--- src/rtl/tea_stream_arbiter.sv ---
// tea_stream_arbiter: two-requester Avalon-ST packet arbiter with return-tag delay line.
// Statistics counters are built only when TEA_ARB_STATS_EN is defined.
module tea_stream_arbiter #(
    parameter int LATENCY = 16
) (
    input  logic        clk,
    input  logic        rst_n,
    input  logic        arb_en,
    input  logic [31:0] s0_data,
    input  logic        s0_valid,
    input  logic        s0_sop,
    input  logic        s0_eop,
    input  logic [31:0] s1_data,
    input  logic        s1_valid,
    input  logic        s1_sop,
    input  logic        s1_eop,
    output logic        s0_ready,
    output logic        s1_ready,
    output logic [31:0] m_data,
    output logic        m_valid,
    output logic        m_sop,
    output logic        m_eop,
    input  logic        m_ready,
    output logic        m_chan,
    output logic        ret_chan,
    output logic [15:0] pkt_cnt0,
    output logic [15:0] pkt_cnt1,
    output logic [15:0] drop_cnt
);
    typedef enum logic [1:0] {IDLE, GRANT0, GRANT1} state_t;
    state_t state;
    logic last_grant, idle, req0, req1, orph0, orph1, xfer, done;
    logic [LATENCY-1:0] tag_line;
    assign idle = state == IDLE;
    assign m_chan = state == GRANT1;
    assign req0 = s0_valid & s0_sop;
    assign req1 = s1_valid & s1_sop;
    // orphans are gated by rst_n so ready stays low while reset is held
    assign orph0 = rst_n & idle & s0_valid & ~s0_sop;
    assign orph1 = rst_n & idle & s1_valid & ~s1_sop;
    assign m_valid = ~idle & (m_chan ? s1_valid : s0_valid);
    assign m_sop = ~idle & (m_chan ? s1_sop : s0_sop);
    assign m_eop = ~idle & (m_chan ? s1_eop : s0_eop);
    assign m_data = idle ? '0 : (m_chan ? s1_data : s0_data);
    assign s0_ready = (state == GRANT0 & m_ready) | orph0;
    assign s1_ready = (m_chan & m_ready) | orph1;
    assign xfer = m_valid & m_ready;
    assign done = xfer & m_eop;
    assign ret_chan = tag_line[LATENCY-1];
    always_ff @(posedge clk or negedge rst_n) begin
        if (!rst_n) begin
            state <= IDLE;
            last_grant <= 1'b1;
            tag_line <= '0;
        end else begin
            case (state)
                IDLE: if (arb_en && (req0 || req1)) state <= (req0 && (!req1 || last_grant)) ? GRANT0 : GRANT1;
                default: if (done) begin
                    state <= IDLE;
                    last_grant <= m_chan;
                end
            endcase
            if (xfer) begin
                for (int i = LATENCY - 1; i > 0; i--) tag_line[i] <= tag_line[i-1];
                tag_line[0] <= m_chan;
            end
        end
    end
`ifdef TEA_ARB_STATS_EN
    always_ff @(posedge clk or negedge rst_n) begin
        if (!rst_n) begin
            pkt_cnt0 <= '0;
            pkt_cnt1 <= '0;
            drop_cnt <= '0;
        end else begin
            if (done && !m_chan) pkt_cnt0 <= pkt_cnt0 + 16'd1;
            if (done && m_chan) pkt_cnt1 <= pkt_cnt1 + 16'd1;
            drop_cnt <= drop_cnt + 16'(orph0) + 16'(orph1);
        end
    end
`else
    assign pkt_cnt0 = '0;
    assign pkt_cnt1 = '0;
    assign drop_cnt = '0;
`endif
endmodule

--- config.mk ---
export PLATFORM = sky130hd
export DESIGN_NAME = tea_stream_arbiter
export DESIGN_NICKNAME = d
export VERILOG_FILES = /design/src/rtl/tea_stream_arbiter.sv
export SDC_FILE = /design/constraint.sdc
export NUM_CORES = 1
export LEC_CHECK = 0
export ABC_AREA = 1
export BUFFER_PORTS_ARGS = -buffer_cell sky130_fd_sc_hd__buf_2
export CORE_ASPECT_RATIO = 0.6
export CORE_UTILIZATION = 39
export DETAILED_ROUTE_END_ITERATION = 16
export PLACE_DENSITY = 0.87
export SLEW_MARGIN = 20
export SYNTH_ARGS = -nofsm -noshare
export SYNTH_HDL_FRONTEND = slang
export SYNTH_SLANG_ARGS = --single-unit
--- constraint.sdc ---
create_clock -name clk -period 2.5 [get_ports clk]
set_input_delay 0.375 -clock clk [delete_from_list [all_inputs] [get_ports clk]]
set_output_delay 0.375 -clock clk [all_outputs]
set_load 0.05 [all_outputs]
==> parameters.txt, run 1 <==
Parameter                              Value

Run status
  Result of the run    complete, but fails checks
  Violations in the final reports    design-rule violations

Worst setup path
  Cell-by-cell listing of the critical path    inv_2, nor2_4, buf_4, a22o_1, buf_2
  Element type at the critical path end    output port
  Maximum fanout along the worst path    24
  Crit. Startpoint    state[1]
  Buffering stage count on the worst path with inverters included    3
  Minimum setup slack among reg-to-reg paths    1040 ps
  Signal arrival time at the worst endpoint    1720 ps
  Slowest cell on the critical path    sky130_fd_sc_hd__dfrtp_1
  CP max stage delay    approximately 430 ps
  Required time at the worst-slack endpoint    2120 ps
  Dominant delay contributor by cell family on the critical path    buffers and inverters
  Startpoint type of the worst setup path    register
  Crit path kind    reg2out
  R2R Path Start    state[0]

Synth
  Post-synthesis sequential element count    19
  Yosys Warn Count    0
  Number of cells produced by synthesis    between 150 and 200
  Cells taking the most area after synthesis    sky130_fd_sc_hd__dfrtp_1 (28%), sky130_fd_sc_hd__buf_4 (23%), sky130_fd_sc_hd__a22o_1 (17%)
  Cell Area, Synth    1610 um^2
  Sequential fraction of the synthesis area    0.297
  Avg Inst Size Synth    8.19 um^2
  Top cell type by total area after synthesis    sky130_fd_sc_hd__dfrtp_1
  Number of distinct library cells after synthesis    26
  Fraction of post-synthesis cell area in the top cell type by area    0.281

Power and ir drop
  PwrDens    ~1500 nW/um^2
  Leakage power of the design    1.29 nW
  IR drop worst, VDD    1080 uV

CTS
  Post-cts gate resize count    0
  TritonCTS clock tree    yes
  Clock-pin slew reported for the worst setup and hold paths after clock tree synthesis    80 ps
  Latest clock arrival within the worst-skew pair    260 ps
  Hold-fix buffers at CTS    0
  Number of buffers inserted during clock tree synthesis    3
  Post-CTS setup buffer count    0
  CTS HTree Levels    1
  Clk sinks    19
  Maximum clock insertion buffer count    2
  Clock Tree Root    sky130_fd_sc_hd__clkbuf_8

Layout
  Antenna Cells    0
  Fraction of layout cells with a size suffix above 1    0.419
  Layout overhead on the synthesized area    26.2%
  Post-Layout Cell Count    350
  Count of nets after finishing    about 380

Global routing
  Largest net degree at the start of global routing    35
  Sum of overflow across all layers after global routing    0
  Antenna violations before repair    0
  First-pass GRT wire length    roughly 6.4 mm
  Total track usage    0.190
  Number of global-route vias before repair    1343

Route
  Via/cell ratio    4.54
  Post-detailed-route wirelength per cell    12.1 um
  Vias after detailed routing    1590
  Final wirelength    4.24 mm
  DRC violations left    9
  1st-pass router iterations    10
  Count of nets left with antenna violations after detail routing    0
  Initial drt markers    81

Floorplan
  Die Span X    84.8 um
  Area of the core region    roughly 3800 um^2
  Height of the die    51.7 um
  Die footprint    4390 um^2
  I/O pin total    roughly 160
  Number of cell rows    17
  Initial cell density of the core    0.422

Timing
  Tcrit/Tclk final    0.839
  Unrepaired setup endpoints after global routing    no
  Minimum period implied by the final worst setup slack    2100 ps
  Worst hold slack after final layout    93.5 ps
  Upper clock frequency limit    0.477 GHz
  Number of pins exceeding their max-slew limit in the final report    0
  Final hold viol count    0
  Worst clock skew    between 9 and 10 ps
  Setup Viol. Count Final    0
  TNS Setup    0 ps

Placement
  Number of I/O port buffers    112
  Routability congestion estimate from global placement    0.891
  Total placed cells including tap cells    approximately 350
  HPWL after detailed placement    3.52 mm

Hold path
  Worst min-delay path class    in2async

Flow run
  Max-capacitance violation count    0
==> cells in the mapped netlist <==
cell type / count
sky130_fd_sc_hd__buf_4: 49
sky130_fd_sc_hd__nand2_1: 41
sky130_fd_sc_hd__a22o_1: 32
sky130_fd_sc_hd__dfrtp_1: 18
sky130_fd_sc_hd__nand3_1: 18
sky130_fd_sc_hd__inv_1: 6
sky130_fd_sc_hd__buf_6: 5
sky130_fd_sc_hd__nor2_1: 3
sky130_fd_sc_hd__o21ai_1: 3
sky130_fd_sc_hd__buf_1: 2
sky130_fd_sc_hd__clkbuf_1: 2
sky130_fd_sc_hd__nand2_4: 2
sky130_fd_sc_hd__nand3_2: 2
sky130_fd_sc_hd__a21oi_1: 1
sky130_fd_sc_hd__buf_2: 1
sky130_fd_sc_hd__conb_1: 1
sky130_fd_sc_hd__dfstp_2: 1
sky130_fd_sc_hd__inv_2: 1
sky130_fd_sc_hd__inv_4: 1
sky130_fd_sc_hd__nand4_1: 1
sky130_fd_sc_hd__nor2_4: 1
sky130_fd_sc_hd__nor2b_1: 1
sky130_fd_sc_hd__o21ai_0: 1
sky130_fd_sc_hd__o21bai_1: 1
sky130_fd_sc_hd__o22ai_1: 1
sky130_fd_sc_hd__o31ai_1: 1
==> routing by layer <==
layer,GRT usage,share of wire
met1,0.241,0.45
met2,0.344,0.49
met3,0.0333,0.050
met4,0.0424,0.0068
met5,0,0
==> state kept, by name, summed over array words and instances, names as in the netlist <==
signal,count
last_grant,1
tag_line,16
state,2
==> worst reg2reg max path, cell delays in order, from the launching register on <==
cell and delay, ps:
sky130_fd_sc_hd__dfrtp_1 470, sky130_fd_sc_hd__buf_4 370, sky130_fd_sc_hd__nand2_1 90, sky130_fd_sc_hd__nand2_1 130
sky130_fd_sc_hd__nand3_2 130, sky130_fd_sc_hd__nand2_1 110, sky130_fd_sc_hd__nand2_1 50, sky130_fd_sc_hd__nand2_1 60
==> report_power, final <==
part	total [W]	switching, W	leakage, nW	internal [W]
Combinational	0.00222	0.00170	1.02	0.000523
Clock	0.000215	0.000104	0.0255	0.000111
Sequential	0.000522	0.0000848	0.249	0.000438
==> through the flow <==
step / area, um^2 / total power [W] / setup slack, ps / util
finish: 2030 / 0.00296 / 403 / 0.532
global route: 2030 / 0.00312 / 266 / 0.532
CTS: 2030 / 0.00298 / 392 / 0.532
detailed placement: 1980 / 0.00275 / 679 / 0.520
global placement: 1980 / 0.00273 / 724 / 0.520
floorplan: 1780 / 0.00247 / 340 / -
==> final timing paths <==
path                            cells past startpoint           end
worst max-delay path                                5    m_data[16]
worst min-delay path                                2   tag_line[5]
worst max register to register                      7      state[0]
worst min register to register                      2  tag_line[14]
max in group asynchronous                           2    last_grant
min in group clk                                    2  tag_line[14]
==> placed cells by master, fill, tap and decap left out, types with 2 or more instances in the layout <==
| cell type | instances |
|---|---|
| sky130_fd_sc_hd__a22o_1 | 32 |
| sky130_fd_sc_hd__buf_2 | 112 |
| sky130_fd_sc_hd__buf_4 | 3 |
| sky130_fd_sc_hd__clkbuf_8 | 3 |
| sky130_fd_sc_hd__conb_1 | 48 |
| sky130_fd_sc_hd__dfrtp_1 | 18 |
| sky130_fd_sc_hd__inv_1 | 6 |
| sky130_fd_sc_hd__nand2_1 | 41 |
| sky130_fd_sc_hd__nand2_4 | 2 |
| sky130_fd_sc_hd__nand3_1 | 18 |
| sky130_fd_sc_hd__nand3_2 | 2 |
| sky130_fd_sc_hd__nor2_1 | 3 |
| sky130_fd_sc_hd__o21ai_1 | 3 |
==> cell families (layout without fill, tap and decap cells) <==
logic type | count (synthesis) | in the layout | share of synthesized area
buf+inv | 67 | 127 | 0.297
flops | 19 | 19 | 0.297
other cells | 1 | 48 | 0.00234
simple gates | 69 | 69 | 0.200
compound gates | 40 | 40 | 0.203
==> area by class of cell <==
| cell class | instances | area, um^2 |
|---|---|---|
| repair buffers | 115 | 583 |
| inverters | 8 | 32.5 |
| clock buffers | 3 | 41.3 |
| multi-input cells | 157 | 828 |
| fillers | 375 | 1780 |
| flip-flops and latches | 19 | 477 |
| well taps | 47 | 58.8 |
| clock inverters | 1 | 5.00 |
No activity file was read; power rests on OpenSTA's default activity.
==> inputs of run 2 (changes only) <==
- ABC_AREA: 1 -> 0
- CORE_UTILIZATION: 39 -> 34
- PLACE_DENSITY: 0.87 -> 0.78
- clock period: 2.5 -> 1.9 ns (I/O delays scaled with it)
==> run 2 against run 1 <==
- the flow now finishes without violations
- wire length decreased by 8.7%
- worst setup slack got worse by 300 ps
- synthesized area up 5.9%
==> parameters.txt, run 2 <==
Parameter                              Value

Run status
  Result of the run    completed

Power and ir drop
  Leakage power of the design    1.31 nW (+1.2%)
  IR drop worst, VDD    1010 uV (-6.0%)
  PwrDens    1900 nW/um^2 (+30%)

Layout
  Top Registers    tag_line: 16 flops, state: 2 flops, last_grant: 1 flops
  Commonest cells after routing, fill and taps aside    sky130_fd_sc_hd__buf_2 (111), sky130_fd_sc_hd__nand2_1 (66), sky130_fd_sc_hd__conb_1 (48)
  Post-Layout Cell Count    389 (+11%)
  Fraction of layout cells with a size suffix above 1    0.525 (+0.105)
  Layout overhead on the synthesized area    36.6%
  Count of nets after finishing    401 (+6.1%)
  Register bank with the most flops    tag_line
  Antenna Cells    0 (unchanged)
  Largest register FFs    16 (unchanged)
  Most frequent standard cell in the layout excluding fill and tap cells    sky130_fd_sc_hd__buf_2

Worst setup path
  Signal arrival time at the worst endpoint    1510 ps (-210 ps)
  Startpoint type of the worst setup path    register
  Path depth of the worst reg2reg path    5 (-2)
  Dominant delay contributor by cell family on the critical path    flip-flops
  Buffering stage count on the worst path with inverters included    2 (-1)
  Required time at the worst-slack endpoint    1620 ps (-500 ps)
  Maximum fanout along the worst path    5 (-79%)
  CP max stage delay    440 ps (about the same)
  Crit path kind    reg2out
  Slowest cell on the critical path    sky130_fd_sc_hd__dfrtp_2
  CP Depth    4 (-1)
  Cell-by-cell listing of the critical path    nor2b_2, buf_4, a22o_1, clkbuf_4
  Element type at the critical path end    output port

Route
  Via/cell ratio    4.31 (-5.2%)
  Vias after detailed routing    1676 (+5.4%)
  Initial drt markers    28 (-65%)
  1st-pass router iterations    4 (-6)
  Final wirelength    3.88 mm (-8.7%)
  Count of nets left with antenna violations after detail routing    0 (unchanged)
  DRC violations left    0 (-9)
  Post-detailed-route wirelength per cell    9.96 um (-18%)

Timing
  Minimum period implied by the final worst setup slack    1790 ps
  Final hold viol count    0 (unchanged)
  Worst clock skew    2.99 ps (-6.05 ps)
  Unrepaired setup endpoints after global routing    no
  Worst hold slack after final layout    22.0 ps (-71.5 ps)
  Upper clock frequency limit    0.558 GHz
  Number of pins exceeding their max-slew limit in the final report    0 (unchanged)
  TNS Setup    0 ps (unchanged)
  Setup Viol. Count Final    0 (unchanged)
  Final WS setup    108 ps (-295 ps)
  Tcrit/Tclk final    0.943

Global routing
  Largest net degree at the start of global routing    67 (+91%)
  Total track usage    0.140 (-0.0504)
  Antenna violations before repair    0 (unchanged)
  Number of global-route vias before repair    1380 (+2.8%)
  First-pass GRT wire length    5.91 mm (-7.5%)
  Sum of overflow across all layers after global routing    0 (unchanged)

Synth
  Cell Area, Synth    1700 um^2 (+5.9%)
  Post-synthesis sequential element count    19 (unchanged)
  Avg Inst Size Synth    7.80 um^2 (-4.8%)
  Flip-flop cell with the highest count after synthesis    sky130_fd_sc_hd__dfrtp_1
  Top cell type by total area after synthesis    sky130_fd_sc_hd__dfrtp_1
  Fraction of post-synthesis cell area in the top cell type by area    0.265 (-0.0157)
  Number of enable-type register cells in the synthesized netlist    0 (unchanged)
  Sequential fraction of the synthesis area    0.280 (-0.0166)
  Dominant cell by count in the synthesized netlist    sky130_fd_sc_hd__nand2_1
  Yosys Warn Count    0 (unchanged)
  Cells taking the most area after synthesis    sky130_fd_sc_hd__dfrtp_1 (26%), sky130_fd_sc_hd__buf_4 (21%), sky130_fd_sc_hd__nand2_1 (15%)
  Most frequent cells after synthesis    sky130_fd_sc_hd__nand2_1 (66), sky130_fd_sc_hd__buf_4 (48), sky130_fd_sc_hd__o21ai_0 (31), sky130_fd_sc_hd__dfrtp_1 (18), sky130_fd_sc_hd__mux2_4 (9)
  Async set or reset register ratio after synthesis    1.00 (unchanged)
  Number of distinct library cells after synthesis    25 (-3.8%)
  Number of cells produced by synthesis    218 (+11%)

Floorplan
  Area of the core region    4680 um^2 (+23%)
  Die footprint    5300 um^2 (+21%)
  Number of cell rows    19 (+2)
  Height of the die    56.8 um (+9.8%)
  Initial cell density of the core    0.363 (-0.0585)
  I/O pin total    161 (unchanged)
  Die Span X    93.3 um (+10%)

Flow run
  Max-capacitance violation count    0 (unchanged)

Placement
  Number of I/O port buffers    112 (unchanged)
  HPWL after detailed placement    3.07 mm (-13%)
  Placement Setup Slack    192 ps (-488 ps)
  Routability congestion estimate from global placement    0.822 (-7.7%)
  Total placed cells including tap cells    384 (+11%)

Hold path
  Worst min-delay path class    in2async

CTS
  Maximum clock insertion buffer count    2 (unchanged)
  Clk sinks    19 (unchanged)
  Clock Tree Root    sky130_fd_sc_hd__clkbuf_8
  Latest clock arrival within the worst-skew pair    250 ps (about the same)
  Clock-pin slew reported for the worst setup and hold paths after clock tree synthesis    60 ps (-20 ps)
  Number of buffers inserted during clock tree synthesis    3 (unchanged)
  CTS HTree Levels    1 (unchanged)
  TritonCTS clock tree    yes
## run 2: cell types whose count changed after synthesis, moves of 5 or more
cell / before / now
sky130_fd_sc_hd__a22o_1: 32 / 4
sky130_fd_sc_hd__inv_1: 6 / 1
sky130_fd_sc_hd__mux2_2: 0 / 7
sky130_fd_sc_hd__mux2_4: 0 / 9
sky130_fd_sc_hd__nand2_1: 41 / 66
sky130_fd_sc_hd__nand3_1: 18 / 0
sky130_fd_sc_hd__o21ai_0: 1 / 31
## run 2: power by group
group	switching, W	total (W)	internal (W)
Combinational	0.00258	0.00353	0.000943
Sequential	0.0000847	0.000625	0.000540
Clock	0.000126	0.000272	0.000146
## run 2: routing by layer
layer  track usage  up-vias  wire (um)
met3        0.0352        3        259
met1         0.178      749       1750
met5             0        -          0
met4        0.0264        0          8
li1              -      845          -
met2         0.241       79       1860
## run 2: cells by family after synthesis
| logic type | synth area share |
|---|---|
| other cells | 0.00221 |
| mux | 0.139 |
| simple gates | 0.173 |
| flops | 0.280 |
| compound gates | 0.148 |
| buf+inv | 0.258 |
## run 2: area by class of cell
cell class	instances	area (um^2)
fillers	465	2360
multi-input cells	182	1070
repair buffers	120	651
flip-flops and latches	19	478
well taps	63	78.8
clock buffers	3	41.3
clock inverters	1	5.00
inverters	1	3.75
## run 2: path summary, 6_finish.rpt
check                        startpoint           end  slack (ps)
setup reg to reg               state[1]      state[0]         260
hold reg to reg            tag_line[10]  tag_line[11]         500
max in group asynchronous         rst_n      state[0]        1050
hold / removal                    rst_n    last_grant          20
min in group clk                m_ready   tag_line[0]         350
setup / recovery               state[0]         m_eop         110
## run 2: stage by stage
step	area (um^2)	total power, W	utilization
after floorplan	1980	0.00354	-
after global placement	2260	0.00412	0.483
after detailed placement	2260	0.00416	0.483
after CTS	2320	0.00445	0.496
after global routing	2320	0.00467	0.496
final	2320	0.00442	0.496
## run 2: what timing repair did
action,4_1_cts,5_1_grt
setup buffers,0,0
hold buffers,1,0
endpoints found under the setup margin,1,1
cloned,0,0
gates resized for setup,1,1
hold endpoints to repair,8,0
==> inputs of run 3 (changes only) <==
- ABC_AREA: 0 -> unset
- CELL_PAD_IN_SITES_DETAIL_PLACEMENT: unset -> 0
- CELL_PAD_IN_SITES_GLOBAL_PLACEMENT: unset -> 1
- CORE_UTILIZATION: 34 -> 21
- PLACE_DENSITY: 0.78 -> 0.8
==> run 3 against run 2 <==
- critical path type unchanged
- total power up 6.2%
- combinational power up 2%
- largest cell class unchanged
- worst setup slack worse by 26 ps
- flip-flop and latch count unchanged
- global-route usage down 3.6 points
- die area up 60%
==> parameters.txt, run 3 (same netlist as run 2, synthesis figures left out) <==
Parameter                              Value

Run status
  Result of the run    completed

Timing
  Setup Viol. Count Final    0 (unchanged)
  Worst clock skew    3.93 ps (+0.945 ps)
  Upper clock frequency limit    0.550 GHz (-1.4%)
  Minimum period implied by the final worst setup slack    1820 ps (+26.0 ps)
  Tcrit/Tclk final    0.957 (+0.0137)
  Number of pins exceeding their max-slew limit in the final report    0 (unchanged)
  Final WS setup    81.7 ps (-26.0 ps)
  Final hold viol count    0 (unchanged)

CTS
  Clock-pin slew reported for the worst setup and hold paths after clock tree synthesis    60 ps (about the same)
  TritonCTS clock tree    yes
  Clk sinks    19 (unchanged)
  Clock Tree Root    sky130_fd_sc_hd__clkbuf_16
  Maximum clock insertion buffer count    2 (unchanged)
  CTS HTree Levels    1 (unchanged)
  Latest clock arrival within the worst-skew pair    250 ps (about the same)
  Number of buffers inserted during clock tree synthesis    3 (unchanged)

Power and ir drop
  Fraction of power consumed by sequential logic    0.139 (-0.002)
  Clock network fraction of total power    0.092 (+0.031)
  Int Power    0.00183 W (+12%)
  Logic gate share of total power    0.768 (-0.029)
  Sum of internal, switching and leakage power    0.00470 W (+6.2%)
  Leakage power of the design    1.33 nW (+1.9%)
  IR drop worst, VDD    622 uV (-38%)
  Switching Share    0.611 (-0.0205)
  Switching power total    0.00287 W (+2.7%)
  PwrDens    1920 nW/um^2 (+1.1%)

Worst setup path
  Required time at the worst-slack endpoint    1620 ps (about the same)
  Signal arrival time at the worst endpoint    1530 ps (+20 ps)
  Maximum fanout along the worst path    13 (+8)
  Buffering stage count on the worst path with inverters included    2 (unchanged)
  Crit path kind    reg2out
  CP max stage delay    510 ps (+70 ps)
  R2R Path Start    state[0]
  Most frequent cell on the critical path    sky130_fd_sc_hd__buf_4
  Path depth of the worst reg2reg path    5 (unchanged)
  Reg-to-Reg End    state[0]
  Dominant delay contributor by cell family on the critical path    flip-flops
  Slowest cell on the critical path    sky130_fd_sc_hd__dfrtp_2
  Cell-by-cell listing of the critical path    nor2b_2, buf_4, a22o_1, buf_4
  Minimum setup slack among reg-to-reg paths    210 ps (-50 ps)
  Element type at the critical path end    output port
  Startpoint type of the worst setup path    register

Floorplan
  Die footprint    8470 um^2 (+60%)
  Initial cell density of the core    0.226 (-0.137)
  Area of the core region    7540 um^2 (+61%)
  Height of the die    71.7 um (+26%)
  I/O pin total    161 (unchanged)
  Die Span X    118 um (+27%)
  Number of cell rows    24 (+5)

Layout
  Top Registers    tag_line: 16 flops, state: 2 flops, last_grant: 1 flops
  Fraction of layout cells with a size suffix above 1    0.526 (+0.00145)
  Most frequent standard cell in the layout excluding fill and tap cells    sky130_fd_sc_hd__buf_2
  Register bank with the most flops    tag_line
  Count of nets after finishing    402 (+0.25%)
  Antenna Cells    0 (unchanged)
  Commonest cells after routing, fill and taps aside    sky130_fd_sc_hd__buf_2 (108), sky130_fd_sc_hd__nand2_1 (66), sky130_fd_sc_hd__conb_1 (48)
  Layout overhead on the synthesized area    43.5%
  FILL cells    812 (+75%)
  Largest register FFs    16 (unchanged)

Route
  Post-detailed-route wirelength per cell    10.6 um (+6.1%)
  Initial drt markers    53 (+89%)
  Via/cell ratio    3.87 (-10%)
  Vias after detailed routing    1666 (-0.60%)
  Final wirelength    4.55 mm (+18%)
  Count of nets left with antenna violations after detail routing    0 (unchanged)
  1st-pass router iterations    4 (unchanged)
  DRC violations left    0 (unchanged)

Placement
  Placement Setup Slack    209 ps (+17.2 ps)
  Number of I/O port buffers    112 (unchanged)
  Routability congestion estimate from global placement    0.704 (-14%)
  HPWL after detailed placement    3.72 mm (+21%)

Global routing
  Largest net degree at the start of global routing    50 (-25%)
  Total track usage    0.103 (-0.0364)
  First-pass GRT wire length    7.10 mm (+20%)
  Antenna violations before repair    0 (unchanged)
  Sum of overflow across all layers after global routing    0 (unchanged)
  Number of global-route vias before repair    1447 (+4.9%)

Hold path
  Worst min-delay path class    in2async

Flow run
  Max-capacitance violation count    0 (unchanged)
-- run 3: cell count changes in the layout (fill, tap and decap cells not counted), sizes merged --
cell / delta
buf: +1
-- run 3: cell type report --
class                   count  area (um^2)  area share
multi-input cells         182         1070       0.437
repair buffers            121          682       0.279
flip-flops and latches     19          478       0.196
well taps                 104          130      0.0533
clock buffers               3         75.1      0.0308
clock inverters             1         5.00     0.00205
inverters                   1         3.75     0.00154
-- run 3: worst max path at each step --
| stage | start | endpoint | slack (ps) | cells after the start |
|---|---|---|---|---|
| floorplan | state[0] | m_data[0] | -200 | 3 |
| global placement | state[0] | state[0] | 270 | 5 |
| detailed placement | state[0] | state[0] | 210 | 5 |
| CTS | state[1] | s1_ready | 30 | 5 |
| global route | state[0] | m_eop | -10 | 4 |
| finish | state[0] | m_eop | 80 | 4 |
-- run 3: timing repair --
action,CTS,global route
pin swaps,0,0
endpoints found under the setup margin,1,4
gates cloned,0,0
hold buffers,1,0
hold endpoints to repair,6,0
gates resized for setup,1,5
setup buffers,0,0
-- run 3: power by group through the flow --
| stage | combinational (W) | clock [W] | sequential [W] |
|---|---|---|---|
| finish | 0.00361 | 0.000433 | 0.000655 |
| global route | 0.00382 | 0.000462 | 0.000673 |
| CTS | 0.00363 | 0.000440 | 0.000651 |
| detailed placement | 0.00361 | 0 | 0.000656 |
| global placement | 0.00358 | 0 | 0.000649 |
| floorplan | 0.00295 | 0 | 0.000588 |
-- run 3: layer usage --
metal | GRT usage | vias up | share of wire
met5 | 0 | - | 0
met4 | 0.0256 | 0 | 0.0075
met3 | 0.0223 | 2 | 0.061
met2 | 0.177 | 68 | 0.48
met1 | 0.133 | 752 | 0.45
li1 | - | 844 | -
-- run 3: through the flow --
step | TNS [ps] | hold WS, ps | std cells | cell area, um^2 | util
after floorplan | -635 | -10.6 | 265 | 1980 | -
after global placement | 0 | 139 | 426 | 2340 | 0.310
after detailed placement | 0 | 147 | 426 | 2340 | 0.310
after CTS | 0 | 30.0 | 431 | 2430 | 0.322
after global routing | -12.0 | 41.7 | 431 | 2440 | 0.324
final | 0 | 19.2 | 431 | 2440 | 0.324
-- run 3: worst reg2reg max path, delay by kind of cell (launching register included) --
family / cells / cell delay (ps)
buf+inv: 1 / 160
flops: 1 / 520
simple gates: 1 / 100
mux: 1 / 350
compound gates: 2 / 450
